--- config.mk ---
export PLATFORM = sky130hd
export DESIGN_NAME = entity_scheduler_flat
export DESIGN_NICKNAME = d
export VERILOG_FILES = /design/src/rtl/entity_pkg.sv /design/src/rtl/entity_scheduler_if.sv /design/src/rtl/entity_scheduler_watchdog.sv /design/src/rtl/entity_scheduler.sv /design/src/flat_wrapper.sv
export SDC_FILE = /design/constraint.sdc
export NUM_CORES = 1
export LEC_CHECK = 0
export CAP_MARGIN = 20
export CORE_MARGIN = 2
export CORE_UTILIZATION = 44
export DETAILED_ROUTE_END_ITERATION = 10
export PLACE_DENSITY_LB_ADDON = 0.15
export SETUP_SLACK_MARGIN = 0.2
export SKIP_CTS_REPAIR_TIMING = 1
export SLEW_MARGIN = 10
export SYNTH_ARGS = -nofsm -noshare
export SYNTH_HDL_FRONTEND = slang
export SYNTH_SLANG_ARGS = --single-unit
--- constraint.sdc ---
create_clock -name CLOCK_50 -period 2.6 [get_ports CLOCK_50]
set_clock_uncertainty 0.15 [all_clocks]
set_input_delay 0.78 -clock CLOCK_50 [delete_from_list [all_inputs] [get_ports CLOCK_50]]
set_output_delay 0.78 -clock CLOCK_50 [all_outputs]
set_load 0.005 [all_outputs]
--- src/rtl/entity_pkg.sv ---
// Shared types and sizes for the entity scheduler slice.
//   NUM_ENTITIES          : number of slots in the entity register file
//   ENT_ID_W/ENT_X_W/ENT_Y_W : field widths of one entity record
//   entity_t              : packed {id, x, y} record
//   sched_state_t         : scheduler FSM states
package entity_pkg;

  localparam int unsigned NUM_ENTITIES = 4;
  localparam int unsigned ENT_ID_W     = 2;
  localparam int unsigned ENT_X_W      = 9;
  localparam int unsigned ENT_Y_W      = 9;

  typedef struct packed {
    logic [ENT_ID_W-1:0] id;
    logic [ENT_X_W-1:0]  x;
    logic [ENT_Y_W-1:0]  y;
  } entity_t;

  typedef enum logic [2:0] {
    ST_IDLE,
    ST_FETCH,
    ST_WAIT_DONE,
    ST_UPDATE,
    ST_FRAME_END
  } sched_state_t;

endpackage

--- src/rtl/entity_scheduler_if.sv ---
// Bus bundle between the scheduler, the entity register file, the sprite
// engine and the game-logic update requester.
//   master : scheduler side (drives file address/enables/write data, DRAW_*, UPD_ACK)
//   slave  : environment side (drives file read data, DRAW_DONE, UPD_*)
interface entity_scheduler_if #(
  parameter int unsigned ADDR_W = 2
);

  // entity register file
  logic [ADDR_W-1:0]                ENT_ADDRESS;
  logic                             ENT_RE;
  logic                             ENT_WE;
  logic [entity_pkg::ENT_ID_W-1:0]  ENT_SPRITE_ID;
  logic [entity_pkg::ENT_X_W-1:0]   ENT_X;
  logic [entity_pkg::ENT_Y_W-1:0]   ENT_Y;
  logic [entity_pkg::ENT_ID_W-1:0]  ENT_SPRITE_ID_W;
  logic [entity_pkg::ENT_X_W-1:0]   ENT_X_W;
  logic [entity_pkg::ENT_Y_W-1:0]   ENT_Y_W;

  // sprite engine handshake
  logic                             DRAW_START;
  logic [entity_pkg::ENT_ID_W-1:0]  DRAW_SPRITE_ID;
  logic [entity_pkg::ENT_X_W-1:0]   DRAW_X;
  logic [entity_pkg::ENT_Y_W-1:0]   DRAW_Y;
  logic                             DRAW_DONE;

  // game-logic update request
  logic                             UPD_REQ;
  logic [ADDR_W-1:0]                UPD_ADDR;
  logic [entity_pkg::ENT_ID_W-1:0]  UPD_SPRITE_ID;
  logic [entity_pkg::ENT_X_W-1:0]   UPD_X;
  logic [entity_pkg::ENT_Y_W-1:0]   UPD_Y;
  logic                             UPD_ACK;

  modport master (
    output ENT_ADDRESS, ENT_RE, ENT_WE, ENT_SPRITE_ID_W, ENT_X_W, ENT_Y_W,
    output DRAW_START, DRAW_SPRITE_ID, DRAW_X, DRAW_Y, UPD_ACK,
    input  ENT_SPRITE_ID, ENT_X, ENT_Y, DRAW_DONE,
    input  UPD_REQ, UPD_ADDR, UPD_SPRITE_ID, UPD_X, UPD_Y
  );

  modport slave (
    input  ENT_ADDRESS, ENT_RE, ENT_WE, ENT_SPRITE_ID_W, ENT_X_W, ENT_Y_W,
    input  DRAW_START, DRAW_SPRITE_ID, DRAW_X, DRAW_Y, UPD_ACK,
    output ENT_SPRITE_ID, ENT_X, ENT_Y, DRAW_DONE,
    output UPD_REQ, UPD_ADDR, UPD_SPRITE_ID, UPD_X, UPD_Y
  );

endinterface

--- src/rtl/entity_scheduler_watchdog.sv ---
// draw_watchdog: counts cycles spent waiting for the sprite engine.
//   clk_i, rst_i : clock, synchronous active-high reset
//   clr_i        : restart the count at zero
//   en_i         : count this cycle (holds once expired)
//   expire_c_o   : count has reached DONE_TIMEOUT-1 (decoded from the register)
module draw_watchdog #(
  parameter int unsigned DONE_TIMEOUT = 4096
) (
  input  logic clk_i,
  input  logic rst_i,
  input  logic clr_i,
  input  logic en_i,
  output logic expire_c_o
);

  localparam int unsigned CNT_W = (DONE_TIMEOUT > 1) ? $clog2(DONE_TIMEOUT) : 1;

  logic [CNT_W-1:0] cnt_q, cnt_d;

  assign expire_c_o = (cnt_q == CNT_W'(DONE_TIMEOUT - 1));

  // next count
  always_comb begin
    cnt_d = cnt_q;
    if (clr_i) begin
      cnt_d = '0;
    end else if (en_i && !expire_c_o) begin
      cnt_d = cnt_q + CNT_W'(1);
    end
  end

  always_ff @(posedge clk_i) begin
    if (rst_i) begin
      cnt_q <= '0;
    end else begin
      cnt_q <= cnt_d;
    end
  end

endmodule

--- src/rtl/entity_scheduler.sv ---
// Frame-level sequencer for the entity register file.
// On FRAME_START it walks slots 0..N-1 (N = min(STOP_ADDRESS, NUM_ENTITIES)),
// reads each one, registers it and hands it to the sprite engine with a
// DRAW_START/DRAW_DONE handshake. Between frames it forwards game-logic update
// requests into the file's single write port.
//   CLOCK_50, RESET_H : clock, synchronous active-high reset
//   FRAME_START       : one-cycle frame pulse
//   STOP_ADDRESS      : slot count for this frame
//   bus               : entity file / sprite engine / update bundle (master)
//   FRAME_DONE        : one-cycle pulse after the last slot
//   BUSY              : scheduler not idle
//   OVERRUN           : sticky, FRAME_START seen while not idle
//   TIMEOUT_ERR       : sticky, a DRAW_DONE wait timed out
module entity_scheduler #(
  parameter int unsigned NUM_ENTITIES = entity_pkg::NUM_ENTITIES,
  parameter int unsigned ADDR_W       = 2,
  parameter int unsigned DONE_TIMEOUT = 4096
) (
  input  logic                       CLOCK_50,
  input  logic                       RESET_H,
  input  logic                       FRAME_START,
  input  logic [2:0]                 STOP_ADDRESS,
  entity_scheduler_if.master         bus,
  output logic                       FRAME_DONE,
  output logic                       BUSY,
  output logic                       OVERRUN,
  output logic                       TIMEOUT_ERR
);

  import entity_pkg::*;

  // one extra bit so idx can reach N == NUM_ENTITIES without wrapping
  localparam int unsigned IDX_W = ADDR_W + 1;

  sched_state_t      state_q, state_d;
  logic [IDX_W-1:0]  idx_q, idx_d;
  logic [IDX_W-1:0]  n_q, n_d, n_eff;
  entity_t           draw_q, draw_d;
  entity_t           wr_q, wr_d;
  logic [ADDR_W-1:0] addr_q, addr_d;
  logic              draw_start_q, draw_start_d;
  logic              ent_re_q, ent_re_d;
  logic              ent_we_q, ent_we_d;
  logic              upd_ack_q, upd_ack_d;
  logic              frame_done_q, frame_done_d;
  logic              busy_q, busy_d;
  logic              overrun_q, overrun_d;
  logic              tmo_q, tmo_d;
  logic              wd_expire;
  logic              done_seen;

  // clamp requested slot count to the file size
  always_comb begin
    if (32'(STOP_ADDRESS) > NUM_ENTITIES) begin
      n_eff = IDX_W'(NUM_ENTITIES);
    end else begin
      n_eff = IDX_W'(STOP_ADDRESS);
    end
  end

  draw_watchdog #(
    .DONE_TIMEOUT (DONE_TIMEOUT)
  ) u_watchdog (
    .clk_i      (CLOCK_50),
    .rst_i      (RESET_H),
    .clr_i      (state_q == ST_FETCH),
    .en_i       (state_q == ST_WAIT_DONE),
    .expire_c_o (wd_expire)
  );

  // DRAW_DONE is not accepted in the DRAW_START cycle
  assign done_seen = bus.DRAW_DONE && !draw_start_q;

  // next state and next register values for every output
  always_comb begin
    state_d   = state_q;
    idx_d     = idx_q;
    n_d       = n_q;
    tmo_d     = tmo_q;
    overrun_d = overrun_q | (FRAME_START && (state_q != ST_IDLE));

    case (state_q)
      ST_IDLE: begin
        if (FRAME_START) begin
          // N is latched so a mid-frame STOP_ADDRESS change cannot skip the end check
          n_d   = n_eff;
          idx_d = '0;
          state_d = (n_eff != '0) ? ST_FETCH : ST_FRAME_END;
        end else if (bus.UPD_REQ) begin
          state_d = ST_UPDATE;
        end
      end
      ST_FETCH: begin
        state_d = ST_WAIT_DONE;
      end
      ST_WAIT_DONE: begin
        if (done_seen || wd_expire) begin
          idx_d = idx_q + IDX_W'(1);
          if (!done_seen) begin
            tmo_d = 1'b1;
          end
          state_d = (idx_d == n_q) ? ST_FRAME_END : ST_FETCH;
        end
      end
      ST_UPDATE: begin
        state_d = ST_IDLE;
      end
      ST_FRAME_END: begin
        state_d = ST_IDLE;
      end
      default: begin
        state_d = ST_IDLE;
      end
    endcase

    ent_re_d     = (state_d == ST_FETCH);
    ent_we_d     = (state_d == ST_UPDATE);
    upd_ack_d    = (state_d == ST_UPDATE);
    busy_d       = (state_d != ST_IDLE);
    draw_start_d = (state_q == ST_FETCH);
    frame_done_d = (state_q == ST_FRAME_END);

    addr_d = '0;
    wr_d   = '0;
    if (state_d == ST_FETCH) begin
      addr_d = idx_d[ADDR_W-1:0];
    end else if (state_d == ST_UPDATE) begin
      addr_d = bus.UPD_ADDR;
      wr_d   = {bus.UPD_SPRITE_ID, bus.UPD_X, bus.UPD_Y};
    end

    // file read data is valid during FETCH; hold it until the next fetch
    draw_d = draw_q;
    if (state_q == ST_FETCH) begin
      draw_d = {bus.ENT_SPRITE_ID, bus.ENT_X, bus.ENT_Y};
    end
  end

  always_ff @(posedge CLOCK_50) begin
    if (RESET_H) begin
      state_q      <= ST_IDLE;
      idx_q        <= '0;
      n_q          <= '0;
      draw_q       <= '0;
      wr_q         <= '0;
      addr_q       <= '0;
      draw_start_q <= 1'b0;
      ent_re_q     <= 1'b0;
      ent_we_q     <= 1'b0;
      upd_ack_q    <= 1'b0;
      frame_done_q <= 1'b0;
      busy_q       <= 1'b0;
      overrun_q    <= 1'b0;
      tmo_q        <= 1'b0;
    end else begin
      state_q      <= state_d;
      idx_q        <= idx_d;
      n_q          <= n_d;
      draw_q       <= draw_d;
      wr_q         <= wr_d;
      addr_q       <= addr_d;
      draw_start_q <= draw_start_d;
      ent_re_q     <= ent_re_d;
      ent_we_q     <= ent_we_d;
      upd_ack_q    <= upd_ack_d;
      frame_done_q <= frame_done_d;
      busy_q       <= busy_d;
      overrun_q    <= overrun_d;
      tmo_q        <= tmo_d;
    end
  end

  assign bus.ENT_ADDRESS     = addr_q;
  assign bus.ENT_RE          = ent_re_q;
  assign bus.ENT_WE          = ent_we_q;
  assign bus.ENT_SPRITE_ID_W = wr_q.id;
  assign bus.ENT_X_W         = wr_q.x;
  assign bus.ENT_Y_W         = wr_q.y;
  assign bus.DRAW_START      = draw_start_q;
  assign bus.DRAW_SPRITE_ID  = draw_q.id;
  assign bus.DRAW_X          = draw_q.x;
  assign bus.DRAW_Y          = draw_q.y;
  assign bus.UPD_ACK         = upd_ack_q;
  assign FRAME_DONE          = frame_done_q;
  assign BUSY                = busy_q;
  assign OVERRUN             = overrun_q;
  assign TIMEOUT_ERR         = tmo_q;

endmodule

--- src/flat_wrapper.sv ---
// flat-port wrapper written by rule: the top's interface ports become plain ports
module entity_scheduler_flat import entity_pkg::*;
#(
  parameter int unsigned NUM_ENTITIES = entity_pkg::NUM_ENTITIES,
  parameter int unsigned ADDR_W       = 2,
  parameter int unsigned DONE_TIMEOUT = 4096
)
  (CLOCK_50, RESET_H, FRAME_START, STOP_ADDRESS, FRAME_DONE, BUSY, OVERRUN, TIMEOUT_ERR, bus_ENT_ADDRESS, bus_ENT_RE, bus_ENT_WE, bus_ENT_SPRITE_ID_W, bus_ENT_X_W, bus_ENT_Y_W, bus_DRAW_START, bus_DRAW_SPRITE_ID, bus_DRAW_X, bus_DRAW_Y, bus_UPD_ACK, bus_ENT_SPRITE_ID, bus_ENT_X, bus_ENT_Y, bus_DRAW_DONE, bus_UPD_REQ, bus_UPD_ADDR, bus_UPD_SPRITE_ID, bus_UPD_X, bus_UPD_Y);
  entity_scheduler_if #(.ADDR_W(ADDR_W)) bus_i ();
  input  logic CLOCK_50;
  input  logic RESET_H;
  input  logic FRAME_START;
  input  logic [2:0] STOP_ADDRESS;
  output logic FRAME_DONE;
  output logic BUSY;
  output logic OVERRUN;
  output logic TIMEOUT_ERR;
  output wire logic [$bits(bus_i.ENT_ADDRESS)-1:0] bus_ENT_ADDRESS;
  output wire logic [$bits(bus_i.ENT_RE)-1:0] bus_ENT_RE;
  output wire logic [$bits(bus_i.ENT_WE)-1:0] bus_ENT_WE;
  output wire logic [$bits(bus_i.ENT_SPRITE_ID_W)-1:0] bus_ENT_SPRITE_ID_W;
  output wire logic [$bits(bus_i.ENT_X_W)-1:0] bus_ENT_X_W;
  output wire logic [$bits(bus_i.ENT_Y_W)-1:0] bus_ENT_Y_W;
  output wire logic [$bits(bus_i.DRAW_START)-1:0] bus_DRAW_START;
  output wire logic [$bits(bus_i.DRAW_SPRITE_ID)-1:0] bus_DRAW_SPRITE_ID;
  output wire logic [$bits(bus_i.DRAW_X)-1:0] bus_DRAW_X;
  output wire logic [$bits(bus_i.DRAW_Y)-1:0] bus_DRAW_Y;
  output wire logic [$bits(bus_i.UPD_ACK)-1:0] bus_UPD_ACK;
  input wire logic [$bits(bus_i.ENT_SPRITE_ID)-1:0] bus_ENT_SPRITE_ID;
  input wire logic [$bits(bus_i.ENT_X)-1:0] bus_ENT_X;
  input wire logic [$bits(bus_i.ENT_Y)-1:0] bus_ENT_Y;
  input wire logic [$bits(bus_i.DRAW_DONE)-1:0] bus_DRAW_DONE;
  input wire logic [$bits(bus_i.UPD_REQ)-1:0] bus_UPD_REQ;
  input wire logic [$bits(bus_i.UPD_ADDR)-1:0] bus_UPD_ADDR;
  input wire logic [$bits(bus_i.UPD_SPRITE_ID)-1:0] bus_UPD_SPRITE_ID;
  input wire logic [$bits(bus_i.UPD_X)-1:0] bus_UPD_X;
  input wire logic [$bits(bus_i.UPD_Y)-1:0] bus_UPD_Y;
  assign bus_ENT_ADDRESS = bus_i.ENT_ADDRESS;
  assign bus_ENT_RE = bus_i.ENT_RE;
  assign bus_ENT_WE = bus_i.ENT_WE;
  assign bus_ENT_SPRITE_ID_W = bus_i.ENT_SPRITE_ID_W;
  assign bus_ENT_X_W = bus_i.ENT_X_W;
  assign bus_ENT_Y_W = bus_i.ENT_Y_W;
  assign bus_DRAW_START = bus_i.DRAW_START;
  assign bus_DRAW_SPRITE_ID = bus_i.DRAW_SPRITE_ID;
  assign bus_DRAW_X = bus_i.DRAW_X;
  assign bus_DRAW_Y = bus_i.DRAW_Y;
  assign bus_UPD_ACK = bus_i.UPD_ACK;
  assign bus_i.ENT_SPRITE_ID = bus_ENT_SPRITE_ID;
  assign bus_i.ENT_X = bus_ENT_X;
  assign bus_i.ENT_Y = bus_ENT_Y;
  assign bus_i.DRAW_DONE = bus_DRAW_DONE;
  assign bus_i.UPD_REQ = bus_UPD_REQ;
  assign bus_i.UPD_ADDR = bus_UPD_ADDR;
  assign bus_i.UPD_SPRITE_ID = bus_UPD_SPRITE_ID;
  assign bus_i.UPD_X = bus_UPD_X;
  assign bus_i.UPD_Y = bus_UPD_Y;
  entity_scheduler #(.NUM_ENTITIES(NUM_ENTITIES), .ADDR_W(ADDR_W), .DONE_TIMEOUT(DONE_TIMEOUT)) u_core (.CLOCK_50(CLOCK_50), .RESET_H(RESET_H), .FRAME_START(FRAME_START), .STOP_ADDRESS(STOP_ADDRESS), .bus(bus_i), .FRAME_DONE(FRAME_DONE), .BUSY(BUSY), .OVERRUN(OVERRUN), .TIMEOUT_ERR(TIMEOUT_ERR));
endmodule
# Word level (Yosys, flattened, before mapping)

Cells that the tools add are included.

Add/sub/neg operators: 2
Divide/modulo/power cells: 0
$mul: 0
Multiplexer cells: 12
Reduce and logical (&&, ||, !) cells: 16
Shifts and indexed selects: 0
Bitwise operators: 3
Equal/unequal tests: 9
Magnitude comparators: 1

Operator list:

| kind                                                            | number |
|---|---|
| 3-bit two-way mux                                               | 8 |
| 12-bit by 1-bit adder with 12-bit output, second input constant | 1 |
| 12-bit == test, second input constant                           | 1 |
| 3-bit case mux with 3 select lines                              | 1 |
| 3-bit nonzero test                                              | 3 |
| 3-bit by 1-bit == test with 1-bit output, second input constant | 2 |
| 3-bit by 2-bit == test with 1-bit output, second input constant | 2 |
| 3-bit case mux with 2 select lines                              | 1 |
| 3-bit AND reduction                                             | 2 |
| 2-bit two-way mux                                               | 2 |
| 3-bit by 1-bit adder with 3-bit output, second input constant   | 1 |
| 3-bit == test                                                   | 1 |
| 3-bit == test, second input constant                            | 1 |
| 3-bit greater-than comparator, second input constant            | 1 |
| 1-bit logical AND                                               | 3 |
| 3-bit logical NOT                                               | 1 |
| 3-bit OR reduction                                              | 1 |
| 1-bit logical NOT                                               | 2 |
| 2-bit by 1-bit != test with 1-bit output, second input constant | 1 |
| 2-bit != test, second input constant                            | 1 |
| 1-bit NOT                                                       | 2 |
| 2-bit AND reduction                                             | 1 |
| 2-bit nonzero test                                              | 1 |
| 2-bit OR reduction                                              | 1 |
| other kinds (2)                                                 | 2 |

Latch bits: 0
Register bits after elaboration: 70
Input port bits: 50
Logic and storage cells: 62
Memories: 0
RAM bits: 0
Memory bits (read-only): 0
Output and inout port bits: 50

# Logic depth before layout (Yosys ltp)

Depth in word-level cells: 9
Depth in mapped cells: 6
Depth with buffers taken out: 5

# Modules after synthesis

A second synthesis with hierarchy kept.

Cell total of the unflattened synthesis: 288
Area, all modules: 2647.5 µm²

By module, submodules not included:

| module           | times used | sequential area each (µm²) | cells each | area each (µm²) |
|---|---|---|---|---|
| entity_scheduler | 1          | 1161.1                     | 215        | 2029.4 |
| draw_watchdog    | 1          | 240.2                      | 73         | 618.1 |

# Worst setup path after synthesis

No wires, ideal clock.

Path kind: input to register
From: input FRAME_START
To: register u_core.addr_q[0], in the netlist u_core.bus.ENT_ADDRESS[0]
Setup time: 0.117 ns
Arrival time: 1.779 ns
Setup slack: 0.554 ns
Data required time: 2.333 ns
Buffers on the path: 1
Stages: 5
Cell sequence: or4b_1 clkbuf_1 nand3_1 o31ai_1 a22o_1

Cells in the longest elaborated chain, start to end: 5
Elaborated cells between the ends (all ways): 8
Classes of those cells: eq/ne (2); mux (6)

Ends and longest elaborated chain:

| element                                  | line                    | RTL |
|---|---|---|
| start: declaration                       | flat_wrapper.sv:12      | `input logic FRAME_START;` |
| 3-bit two-way mux                        | entity_scheduler.sv:84  | `if (FRAME_START) begin` |
| 3-bit case mux with 3 select lines       | entity_scheduler.sv:82  | `case (state_q)` |
| 3-bit by 2-bit == test with 1-bit output | entity_scheduler.sv:127 | `end else if (state_d == ST_UPDATE) begin` |
| 2-bit two-way mux                        | entity_scheduler.sv:127 |  |
| 2-bit two-way mux (*)                    | entity_scheduler.sv:125 | `if (state_d == ST_FETCH) begin` |
| end signal: assignment                   | entity_scheduler.sv:161 | `addr_q <= addr_d;` |
| end: declaration                         | entity_scheduler.sv:40  | `logic [ADDR_W-1:0] addr_q, addr_d;` |

Every way passes the cells marked *; elsewhere a longest branch is shown, timed or not. The select of a mux whose other input is x is not followed.
A chain may end at the register's enable or synchronous reset.

# Final worst setup path

From: input FRAME_START
To: register u_core.n_q[0]

Cells in the longest elaborated chain, start to end: 1

Ends and longest elaborated chain:

| element                              | line                    | RTL |
|---|---|---|
| 2-bit AND reduction (no source line) | -                       |  |
| end signal: assignment               | entity_scheduler.sv:158 | `n_q <= n_d;` |
| end: declaration                     | entity_scheduler.sv:37  | `logic [IDX_W-1:0] n_q, n_d, n_eff;` |

No other way between the ends.

==> metrics.sh <==
OUTCOME='completed'
SYN-CELL-AREA_SQ_UM=2645
POWER_LEAKAGE_nW=1.483
TIMING_WORST_SLEW_PIN_VALUE_PS=735.3
NETSWITCHINGFRACTION=0.2395
PIN_COUNT=100
CRITICAL_PATH_TOP_DELAY_CELL='sky130_fd_sc_hd__or4b_1'
AGGREGATE_GLOBAL_ROUTING_OVERFLOW=0
FINAL_ROUTED_WIRELENGTH_MICRONS=6142
SYNTH_SEQ_CELLS=70
FINAL_ANTENNA_NET_COUNT=0
MAX_CAP_VIOL_COUNT=0
CLOCK_ROOT_CELL='sky130_fd_sc_hd__clkbuf_8'
FIN_CRIT_SH=0.8511
GRT_ANTENNA_BEFORE_REPAIR=0
GRT_START_MAX_NET_PINS=25
BUFFER_PORTS.INSERTED=99
GRT_PASS1_VIAS=2126
START_UTIL=0.4521
VIASPERCELL=5.256
LAYOUT_COMMON_CELLS='sky130_fd_sc_hd__clkdlybuf4s50_1 (99), sky130_fd_sc_hd__dfxtp_1 (70), sky130_fd_sc_hd__and2_1 (23), sky130_fd_sc_hd__a22o_1 (22), sky130_fd_sc_hd__a21oi_1 (12)'
CELL_INTERNAL_PWR_mW=1.913
TIMING.CRITICAL_PATH.SLOWEST_CELL_DELAY_PS=550
DIEWIDTH_MICRONS=81.54
DP_SLACK_PS=37.60
SYNTH.YOSYS.WARNINGS=0
COUNT_OF_FLIP_FLOPS_WITH_A_BUILT_IN_ENABLE_AFTER_SYNTHESIS=0
GLOBALROUTETOTALUTIL=0.1954
P_PER_AREA_nW_PER_UM2=638.2
DRTITER0DRC=105
VDD_DROP_MAX_V=0.0004360
WORSTSETUPENDPOINTTYPE='flip-flop'
CLOCK_LATENCY_PS=340
SYNTH-ASYNC-RESET-RATIO=0
MAXIMUM_CLOCK_INSERTION_BUFFER_COUNT=2
DIE_AREA_SQ_UM=6648
REPORT.FINAL.SLEW_VIOL_COUNT=0
SYNTH_TOP_FLOP_CELL='sky130_fd_sc_hd__dfxtp_1'
CP.ARRIVAL_PS=2350
DRIVE_GT1_FRAC=0.08659
CP_CELL_SEQUENCE='clkdlybuf4s50_1 > or4b_1 > buf_4 > nor3b_1 > a21oi_1 > nor2_1'
WORST-SETUP-PATH-TYPE='in2reg'
TOTALNEGATIVESETUPSLACK_PS=0
SYNTH.DISTINCT_CELLS=52
CTS.REPORTEDPATHS.CLKPINSLEW_PS=80
POST-PLACE-CELLS=417
SYNTH-SEQ-AREA-SHARE=0.5298
ROUTABILITYCONGESTION=0.7806
LAYOUT_COMMONEST_CELL='sky130_fd_sc_hd__clkdlybuf4s50_1'
NNETSFINAL=405
SYNTHCELLS=252
WORST-PATH-MAX-FANOUT=5
CLOCK.FMAX_MHz=451.9
N_ANTENNA_CELL=0
LAYOUT.CELLS.NON_FILLER=433
CP_DATA_REQUIRED_TIME_PS=2730
FILLERS=486
SYNTH.NET_COUNT=304
DP.FINAL_HPWL_MICRONS=4361
P_SW_uW=602.4
MIN-DELAY-PATH-CLASS='reg2reg'
POST_SYNTHESIS_AREA_PER_INSTANCE_SQ_UM=10.50
CLOCK_TREE_FROM_TRITONCTS='built'
DETAIL_ROUTE.WL_PER_CELL_MICRONS=14.18
WORST_SLEW_MARGIN_REL=0.5098
DRT_PASS1_ITERATIONS=5
NUM_VIAS=2276
FIRST_PASS_GRT_WIRE_LENGTH_MICRONS=9839
TIMING.FINAL.HOLD_VIOLATIONS=0
ROW_COUNT=28
AREAGROWTHSYNTHTOFINISH_PCT=49.01
NUMCLOCKSINKS=70
POSTLAYOUTSETUPSLACKWORST_PS=387.0
TRITONCTS.NUM_BUFFERS=9
STARTPOINT_TYPE='primary input'
DRC=0
POWER_FRAC_SEQ=0.466
FP.COREAREA_SQ_UM=5851
CLOCK_POWER_SHARE=0.373
COMBPWRFRAC=0.161
GRT_SETUP_UNREPAIRED='false'
CLOCK_TREE.HTREE_LEVEL_COUNT=3
FIN_CRIT_PS=2213
FLOORPLAN.DIE.HEIGHT_MICRONS=81.54
TIMING.FINAL.SETUP_VIOLATIONS=0
-- stage by stage --
| stage | power [mW] | instance area, sq um | utilization | hold WS [ps] |
|---|---|---|---|---|
| 2_1_floorplan | 1.371 | 2645 | - | 303.6 |
| 3_3_place_gp | 1.596 | 3727 | 0.6371 | 307.8 |
| 3_5_place_dp | 1.599 | 3727 | 0.6371 | 313.3 |
| 4_1_cts | 2.537 | 3941 | 0.6737 | 330.9 |
| 5_1_grt | 2.622 | 3941 | 0.6737 | 341.9 |
| 6_report | 2.515 | 3941 | 0.6737 | 325.0 |
-- Yosys cell counts (2+ instances only) --
master	n	share of area
sky130_fd_sc_hd__xnor2_1	2	0.0066
sky130_fd_sc_hd__nand2_1	10	0.014
sky130_fd_sc_hd__nor3_1	2	0.0038
sky130_fd_sc_hd__o21ai_0	2	0.0038
sky130_fd_sc_hd__and2_1	23	0.054
sky130_fd_sc_hd__or4_1	4	0.011
sky130_fd_sc_hd__a22o_1	22	0.073
sky130_fd_sc_hd__or3_1	6	0.014
sky130_fd_sc_hd__mux2i_1	3	0.011
sky130_fd_sc_hd__o41ai_2	2	0.012
sky130_fd_sc_hd__nand4_1	4	0.0095
sky130_fd_sc_hd__o21a_1	2	0.0057
sky130_fd_sc_hd__inv_1	3	0.0043
sky130_fd_sc_hd__clkbuf_1	10	0.014
sky130_fd_sc_hd__o211ai_1	4	0.011
sky130_fd_sc_hd__nand2b_1	3	0.0071
sky130_fd_sc_hd__ha_1	2	0.0095
sky130_fd_sc_hd__nor3b_1	4	0.011
sky130_fd_sc_hd__nor2_1	11	0.016
sky130_fd_sc_hd__a211o_1	3	0.0099
sky130_fd_sc_hd__nor2b_1	2	0.0047
sky130_fd_sc_hd__buf_2	6	0.011
sky130_fd_sc_hd__o31ai_1	6	0.017
sky130_fd_sc_hd__dfxtp_1	70	0.53
sky130_fd_sc_hd__a21oi_1	12	0.023
sky130_fd_sc_hd__o311ai_1	2	0.0066
sky130_fd_sc_hd__nand3_1	7	0.013
-- registers in the layout, summed over array words and instances, names as in the netlist, 2 cells and up --
signal	cells
u_core.bus.ENT_X_W	9
u_core.bus.ENT_ADDRESS	2
u_core.bus.ENT_SPRITE_ID_W	2
u_core.bus.DRAW_X	9
u_core.u_watchdog.cnt_q	12
u_core.n_q	3
u_core.state_q	3
u_core.bus.DRAW_SPRITE_ID	2
u_core.bus.ENT_Y_W	9
u_core.idx_q	3
u_core.bus.DRAW_Y	9
-- metal layers --
metal  vias up  wire, microns  global-route usage
li1       1136              -                   -
met1      1045           2620              0.2272
met2        85           2799              0.3008
met3        10            612              0.1033
met4         0            109             0.08136
met5         -              0                   0
-- critical path, delay by kind of cell --
kind / cells / cell delay (ps)
buffers and inverters: 2 / 680
and+or+nand+nor: 3 / 820
AOI/OAI and AO/OA: 1 / 60
-- area by class of cell --
class                           count  area, sq um  area share
Tap cell                           75        93.84     0.02381
Clock buffer                       10        127.6     0.03238
Sequential cell                    70         1401      0.3556
Multi-Input combinational cell    162         1157      0.2937
Clock inverter                      6        86.33     0.02190
Timing Repair Buffer              107         1064      0.2698
Inverter                            3        11.26    0.002857
-- power by group through the flow --
| stage | Clock [mW] | Combinational [mW] | Sequential [mW] |
|---|---|---|---|
| 2_1_floorplan | 0 | 0.175 | 1.20 |
| 3_3_place_gp | 0 | 0.401 | 1.19 |
| 3_5_place_dp | 0 | 0.405 | 1.19 |
| 4_1_cts | 0.958 | 0.407 | 1.17 |
| 5_1_grt | 1.00 | 0.442 | 1.18 |
| 6_report | 0.939 | 0.404 | 1.17 |
-- cells by family (layout without fill, tap and decap cells) --
group	after synthesis	count (layout)	synth area share
buffers and inverters	20	126	0.03264
DFF	70	70	0.5298
adders and majority gates	2	2	0.009459
xor gates and xnor gates	4	4	0.01892
muxes	3	3	0.01135
AOI/OAI and AO/OA	66	66	0.2010
and+or+nand+nor	87	87	0.1968
-- final timing paths --
path                                                              start                              end  slack (ps)  depth (start not counted)
worst max register to register  u_core.u_watchdog.cnt_q[0]$_SDFFE_PP0P_           u_core.BUSY$_SDFF_PP0_         550                          5
worst min-delay path                    u_core.TIMEOUT_ERR$_SDFFE_PP0P_  u_core.TIMEOUT_ERR$_SDFFE_PP0P_         330                          2
worst min register to register          u_core.TIMEOUT_ERR$_SDFFE_PP0P_  u_core.TIMEOUT_ERR$_SDFFE_PP0P_         330                          2
worst max-delay path                                        FRAME_START       u_core.n_q[0]$_SDFFE_PP0P_         390                          6
Note: power is estimated with default switching activity, not from simulation.
